===== src/rtl/reg_bus_master.sv =====
// reg_bus_master: single-outstanding command-to-register-bus master with response handshake.
// Optional bus-ready timeout is compiled in with REG_BUS_MASTER_TIMEOUT_EN.
`timescale 1ns/1ps
`default_nettype none

module reg_bus_master #(
    parameter int ADDR_W  = 8,
    parameter int DATA_W  = 16,
    parameter int TIMEOUT = 16
) (
    input  logic              clk,
    input  logic              rst,
    input  logic              cmd_valid,
    output logic              cmd_ready,
    input  logic              cmd_wr,
    input  logic [ADDR_W-1:0] cmd_addr,
    input  logic [DATA_W-1:0] cmd_wdata,
    output logic              rsp_valid,
    input  logic              rsp_ready,
    output logic [DATA_W-1:0] rsp_rdata,
    output logic              rsp_err,
    output logic              bus_sel,
    output logic              bus_wr,
    output logic [ADDR_W-1:0] bus_addr,
    output logic [DATA_W-1:0] bus_wdata,
    input  logic [DATA_W-1:0] bus_rdata,
    input  logic              bus_ready,
    output logic [7:0]        timeout_cnt
);

    typedef enum logic [1:0] {
        S_IDLE = 2'd0,
        S_BUS  = 2'd1,
        S_RSP  = 2'd2
    } state_t;

    state_t              r_state;
    state_t              w_next;
    logic                r_wr;
    logic [ADDR_W-1:0]   r_addr;
    logic [DATA_W-1:0]   r_wdata;
    logic [DATA_W-1:0]   r_rdata;
    logic                w_accept;
    logic                w_done;
    logic                w_timeout;

    if (TIMEOUT < 2 || TIMEOUT > 255) begin : g_bad_timeout
        $error("reg_bus_master: TIMEOUT must be within 2..255");
    end

    assign w_accept = cmd_valid && (r_state == S_IDLE);
    assign w_done   = bus_ready && (r_state == S_BUS);

`ifdef REG_BUS_MASTER_TIMEOUT_EN
    localparam logic [7:0] c_WAIT_LAST = 8'(TIMEOUT - 1);

    logic [7:0] r_wait;
    logic [7:0] r_tcnt;
    logic       r_err;

    // A ready on the final wait cycle wins over the timeout.
    assign w_timeout = (r_state == S_BUS) && !bus_ready && (r_wait == c_WAIT_LAST);

    always_ff @(posedge clk) begin
        if (rst) begin
            r_wait <= 8'd0;
            r_tcnt <= 8'd0;
            r_err  <= 1'b0;
        end else begin
            if (w_accept) begin
                r_wait <= 8'd0;
            end else if ((r_state == S_BUS) && !bus_ready) begin
                r_wait <= r_wait + 8'd1;
            end
            if (w_timeout && (r_tcnt != 8'hFF)) begin
                r_tcnt <= r_tcnt + 8'd1;
            end
            if (w_done) begin
                r_err <= 1'b0;
            end else if (w_timeout) begin
                r_err <= 1'b1;
            end
        end
    end

    assign rsp_err     = r_err;
    assign timeout_cnt = r_tcnt;
`else
    assign w_timeout   = 1'b0;
    assign rsp_err     = 1'b0;
    assign timeout_cnt = 8'd0;
`endif

    always_ff @(posedge clk) begin
        if (rst) begin
            r_state <= S_IDLE;
        end else begin
            r_state <= w_next;
        end
    end

    always_comb begin
        w_next    = r_state;
        cmd_ready = 1'b0;
        bus_sel   = 1'b0;
        rsp_valid = 1'b0;
        case (r_state)
            S_IDLE: begin
                cmd_ready = 1'b1;
                if (cmd_valid) begin
                    w_next = S_BUS;
                end
            end
            S_BUS: begin
                bus_sel = 1'b1;
                if (bus_ready || w_timeout) begin
                    w_next = S_RSP;
                end
            end
            S_RSP: begin
                rsp_valid = 1'b1;
                if (rsp_ready) begin
                    w_next = S_IDLE;
                end
            end
            default: w_next = S_IDLE;
        endcase
    end

    always_ff @(posedge clk) begin
        if (rst) begin
            r_wr    <= 1'b0;
            r_addr  <= '0;
            r_wdata <= '0;
            r_rdata <= '0;
        end else begin
            if (w_accept) begin
                r_wr    <= cmd_wr;
                r_addr  <= cmd_addr;
                r_wdata <= cmd_wdata;
            end
            // Writes and timeouts report zero read data.
            if (w_done) begin
                r_rdata <= r_wr ? '0 : bus_rdata;
            end else if (w_timeout) begin
                r_rdata <= '0;
            end
        end
    end

    assign bus_wr    = bus_sel && r_wr;
    assign bus_addr  = r_addr;
    assign bus_wdata = r_wdata;
    assign rsp_rdata = r_rdata;

endmodule

`default_nettype wire

===== config.mk =====
export PLATFORM = sky130hd
export DESIGN_NAME = reg_bus_master
export DESIGN_NICKNAME = d
export VERILOG_FILES = /design/src/rtl/reg_bus_master.sv
export SDC_FILE = /design/constraint.sdc
export NUM_CORES = 1
export LEC_CHECK = 0
export CAP_MARGIN = 5
export CORE_MARGIN = 2
export CORE_UTILIZATION = 30
export DETAILED_ROUTE_END_ITERATION = 10
export MAX_ROUTING_LAYER = met4
export PLACE_DENSITY = 0.69
export SETUP_SLACK_MARGIN = 0.05
export SYNTH_ARGS = -nofsm -noshare
export SYNTH_HDL_FRONTEND = slang
export SYNTH_SLANG_ARGS = --single-unit

===== constraint.sdc =====
create_clock -name clk -period 1.2 [get_ports clk]
set_clock_uncertainty 0.2 [all_clocks]
set_input_delay 0.12 -clock clk [delete_from_list [all_inputs] [get_ports clk]]
set_output_delay 0.12 -clock clk [all_outputs]
set_load 0.03 [all_outputs]

==> summary.txt <==
Outcome
  • Run status: finished, violations left
  • Failing checks: negative setup slack

Yosys
  • Ys Warns: 0
  • Post-synth top area share: 0.415
  • Post-synth top cells: nand2b_1, dfxtp_1, mux2i_1
  • Synth area leaders: dfxtp_1, nand2b_1, mux2i_1, buf_4, or3b_1
  • Synth unique cells: 19
  • Number of synthesized flops with an enable pin: 0
  • Register area share after synthesis: 0.415
  • Gate Count Post-Synth: around 200
  • Avg Inst Size Synth: slightly above 10 um2
  • Top FF cell, synth: dfxtp_1
  • Synth Register Bits: 43
  • Synth Cell Area: approximately 2100 um2
  • Most frequent cell after synthesis: nand2b_1
  • Async set-reset flop share out of synthesis: 0
  • Post-synth top area cell: dfxtp_1

Critical path
  • WP data required: about 1.2 ns
  • Worst R2R Start: r_state[0]
  • CP max stage cell: dfxtp_4
  • CP Launch Type: flop
  • Worst R2R Setup Slack: -0.30 ns
  • Crit-path cells: buf_6, nor3b_4, buf_6, clkbuf_16, mux2i_1
  • CP Data Arrival Time: 1.52 ns
  • Peak fanout along the critical path: 7
  • CP max stage delay: 0.36 ns
  • Most frequent CP cell: buf_6
  • Crit path kind: flop to flop
  • CP Capture Type: flop
  • Buf+Inv Stages, Crit Path: 3
  • Critical path origin: r_state[0]
  • Largest delay share family, worst path: buffers and inverters

GRT
  • First-pass GRT wire length: between 7000 and 8000 um
  • Remaining Overflow, GRT: 0
  • Vias in the first global route: between 1,500 and 2,000
  • Initial antenna violation count: 0
  • GRT Overall Usage: 0.126
  • Pin count of the biggest net entering global routing: 28

Clock network
  • Worst-skew pair later-pin latency: 0.29 ns
  • Clk sinks: 43
  • CTS tree: built
  • Clk buf depth: 2
  • Total CTS buffers: 5
  • Clk slew on worst S/H paths: 0.08 ns
  • Root buffer cell: clkbuf_8
  • H-tree Lvls: 2
  • Cts hold-fix bufs: 0

Placed design
  • Area post-placement: 2980 um2
  • Hpwl dp: 3240 um
  • I/O Buffers: roughly 90
  • Global placer's final weighted congestion: roughly 0.68
  • Pre-CTS WS: -0.343 ns

Power
  • Power Density: roughly 1100 nW/um2
  • Comb pwr share: 0.266
  • Clock share of power: 0.299
  • VDD IR-drop max: 0.503 mV
  • LEAKAGE: between 0.001 and 0.0015 uW
  • Sequential power share: 0.435
  • P_sw: 996 uW
  • Final Total Pwr: 3660 uW
  • Internal power: between 2000 and 3000 uW
  • Sw frac: 0.272

Routing
  • Metal3 WL: 341 um
  • DRC viols: 0
  • Wire per inst: 13.3 um
  • Vias: 1,660
  • DRT met1 WL: approximately 2100 um
  • Total wire length: 5010 um
  • Drt first pass iters: 3
  • Top routing layer in use: met4
  • Metal2 WL: 2530 um
  • DR vias/cell: 4.39
  • DRC marker count from the first detailed-route iteration: 37
  • Post-route ant nets: 0

STA
  • Final Hold Vio Count: 0
  • Final period utilization: 1.25
  • RSZ-0062 raised after global routing: true
  • Finish-stage setup viols: 47
  • Max-slew violations: 0
  • Peak Freq: 667 MHz
  • Hold slack: 0.0707 ns
  • Min Clock Period, post-route: roughly 1.5 ns
  • Setup WS post-layout: -0.299 ns

Min path
  • Worst hold path startpoint: rst
  • Worst min path class: input pin to flop

Run
  • Max-Cap Viols: 0

Die
  • Core region area: 6760 um2
  • Chip width: 87.1 um
  • DIE AREA: 7590 um2
  • IO Pins: 99
  • Starting density of the core: 0.307
  • Vert. Die Dim: 87.1 um
  • Core Rows: 30

Finish
  • Area grow syn2layout: 61.8%
  • Diode count: 0
  • Share of cells above drive strength 1: 0.339
  • Final Util: 0.496
  • Layout Nets: 344
  • Finished Cell Area: 3350 um2
[area by class of cell]
cell class | count | area (um2)
clock inverter | 1 | 30.0
clock buffer | 6 | 72.6
fill | 633 | 3400
sequential | 43 | 890
multi-input combinational | 142 | 1120
tap | 80 | 100
timing repair buffer | 106 | 1140
[kinds of logic (layout without fill, tap and decap cells)]
logic type / Yosys count / after routing / share of synthesized area
compound gates: 2 / 2 / 0.00966
buf+inv: 24 / 113 / 0.0815
flops: 43 / 43 / 0.415
mux: 41 / 41 / 0.198
other cells: 1 / 9 / 0.00181
simple gates: 90 / 90 / 0.293
[placed cells by master, fill, tap and decap left out, types with 2 or more instances in the layout]
cell	Yosys	final
buf_12	1	4
buf_4	10	19
buf_6	3	35
clkbuf_16	0	3
clkbuf_8	0	5
clkdlybuf4s50_1	0	44
conb_1	1	9
dfxtp_1	43	26
dfxtp_2	0	14
dfxtp_4	0	3
mux2i_1	41	40
nand2b_1	66	66
nor3b_1	3	2
or3b_1	8	8
or3b_2	8	2
or3b_4	0	6
[per-layer routing]
layer  track usage  vias to the layer above
met3        0.0398                        4
met1         0.134                      772
met5             -                        -
li1              -                      828
met4        0.0378                        0
met2         0.223                       56
[worst reg2reg max path: stages (launching register included)]
cell and delay, ns:
dfxtp_4 0.36, buf_6 0.12, nor3b_4 0.25, buf_6 0.17, clkbuf_16 0.16, mux2i_1 0.18
[per-stage QoR]
| stage | TNS (ns) | std cells |
|---|---|---|
| 3_5_place_dp | -13.38 | 364 |
| 5_1_grt | -12.98 | 378 |
| 3_3_place_gp | -12.89 | 364 |
| 4_1_cts | -10.69 | 374 |
| 6_report | -10.43 | 378 |
| 2_1_floorplan | -1.46 | 209 |
[power groups by stage]
stage | clock network, uW | logic (uW) | registers, uW
after floorplan | 0 | 387 | 1750
after global placement | 0 | 847 | 1610
after detailed placement | 0 | 859 | 1610
after CTS | 1130 | 887 | 1580
after global routing | 1180 | 1030 | 1600
final | 1100 | 974 | 1590
[state kept, by name, indices dropped and copies added, names as in the netlist]
signal     flops
r_wr           1
rsp_rdata     16
bus_addr       8
r_state        2
bus_wdata     16
[final timing paths]
path / end / depth (start not counted)
setup / recovery: bus_addr[4] / 5
hold / removal: rsp_rdata[14] / 3
setup reg to reg: bus_addr[4] / 5
hold reg to reg: rsp_rdata[9] / 2
[repair_timing]
action | in CTS | in global routing
setup endpoints to repair | 49 | 76
resized for setup | 8 | 49
setup buffers | 2 | 1
cloned | 1 | 3
pin swaps | 0 | 1
(Power assumes the default switching activity.)
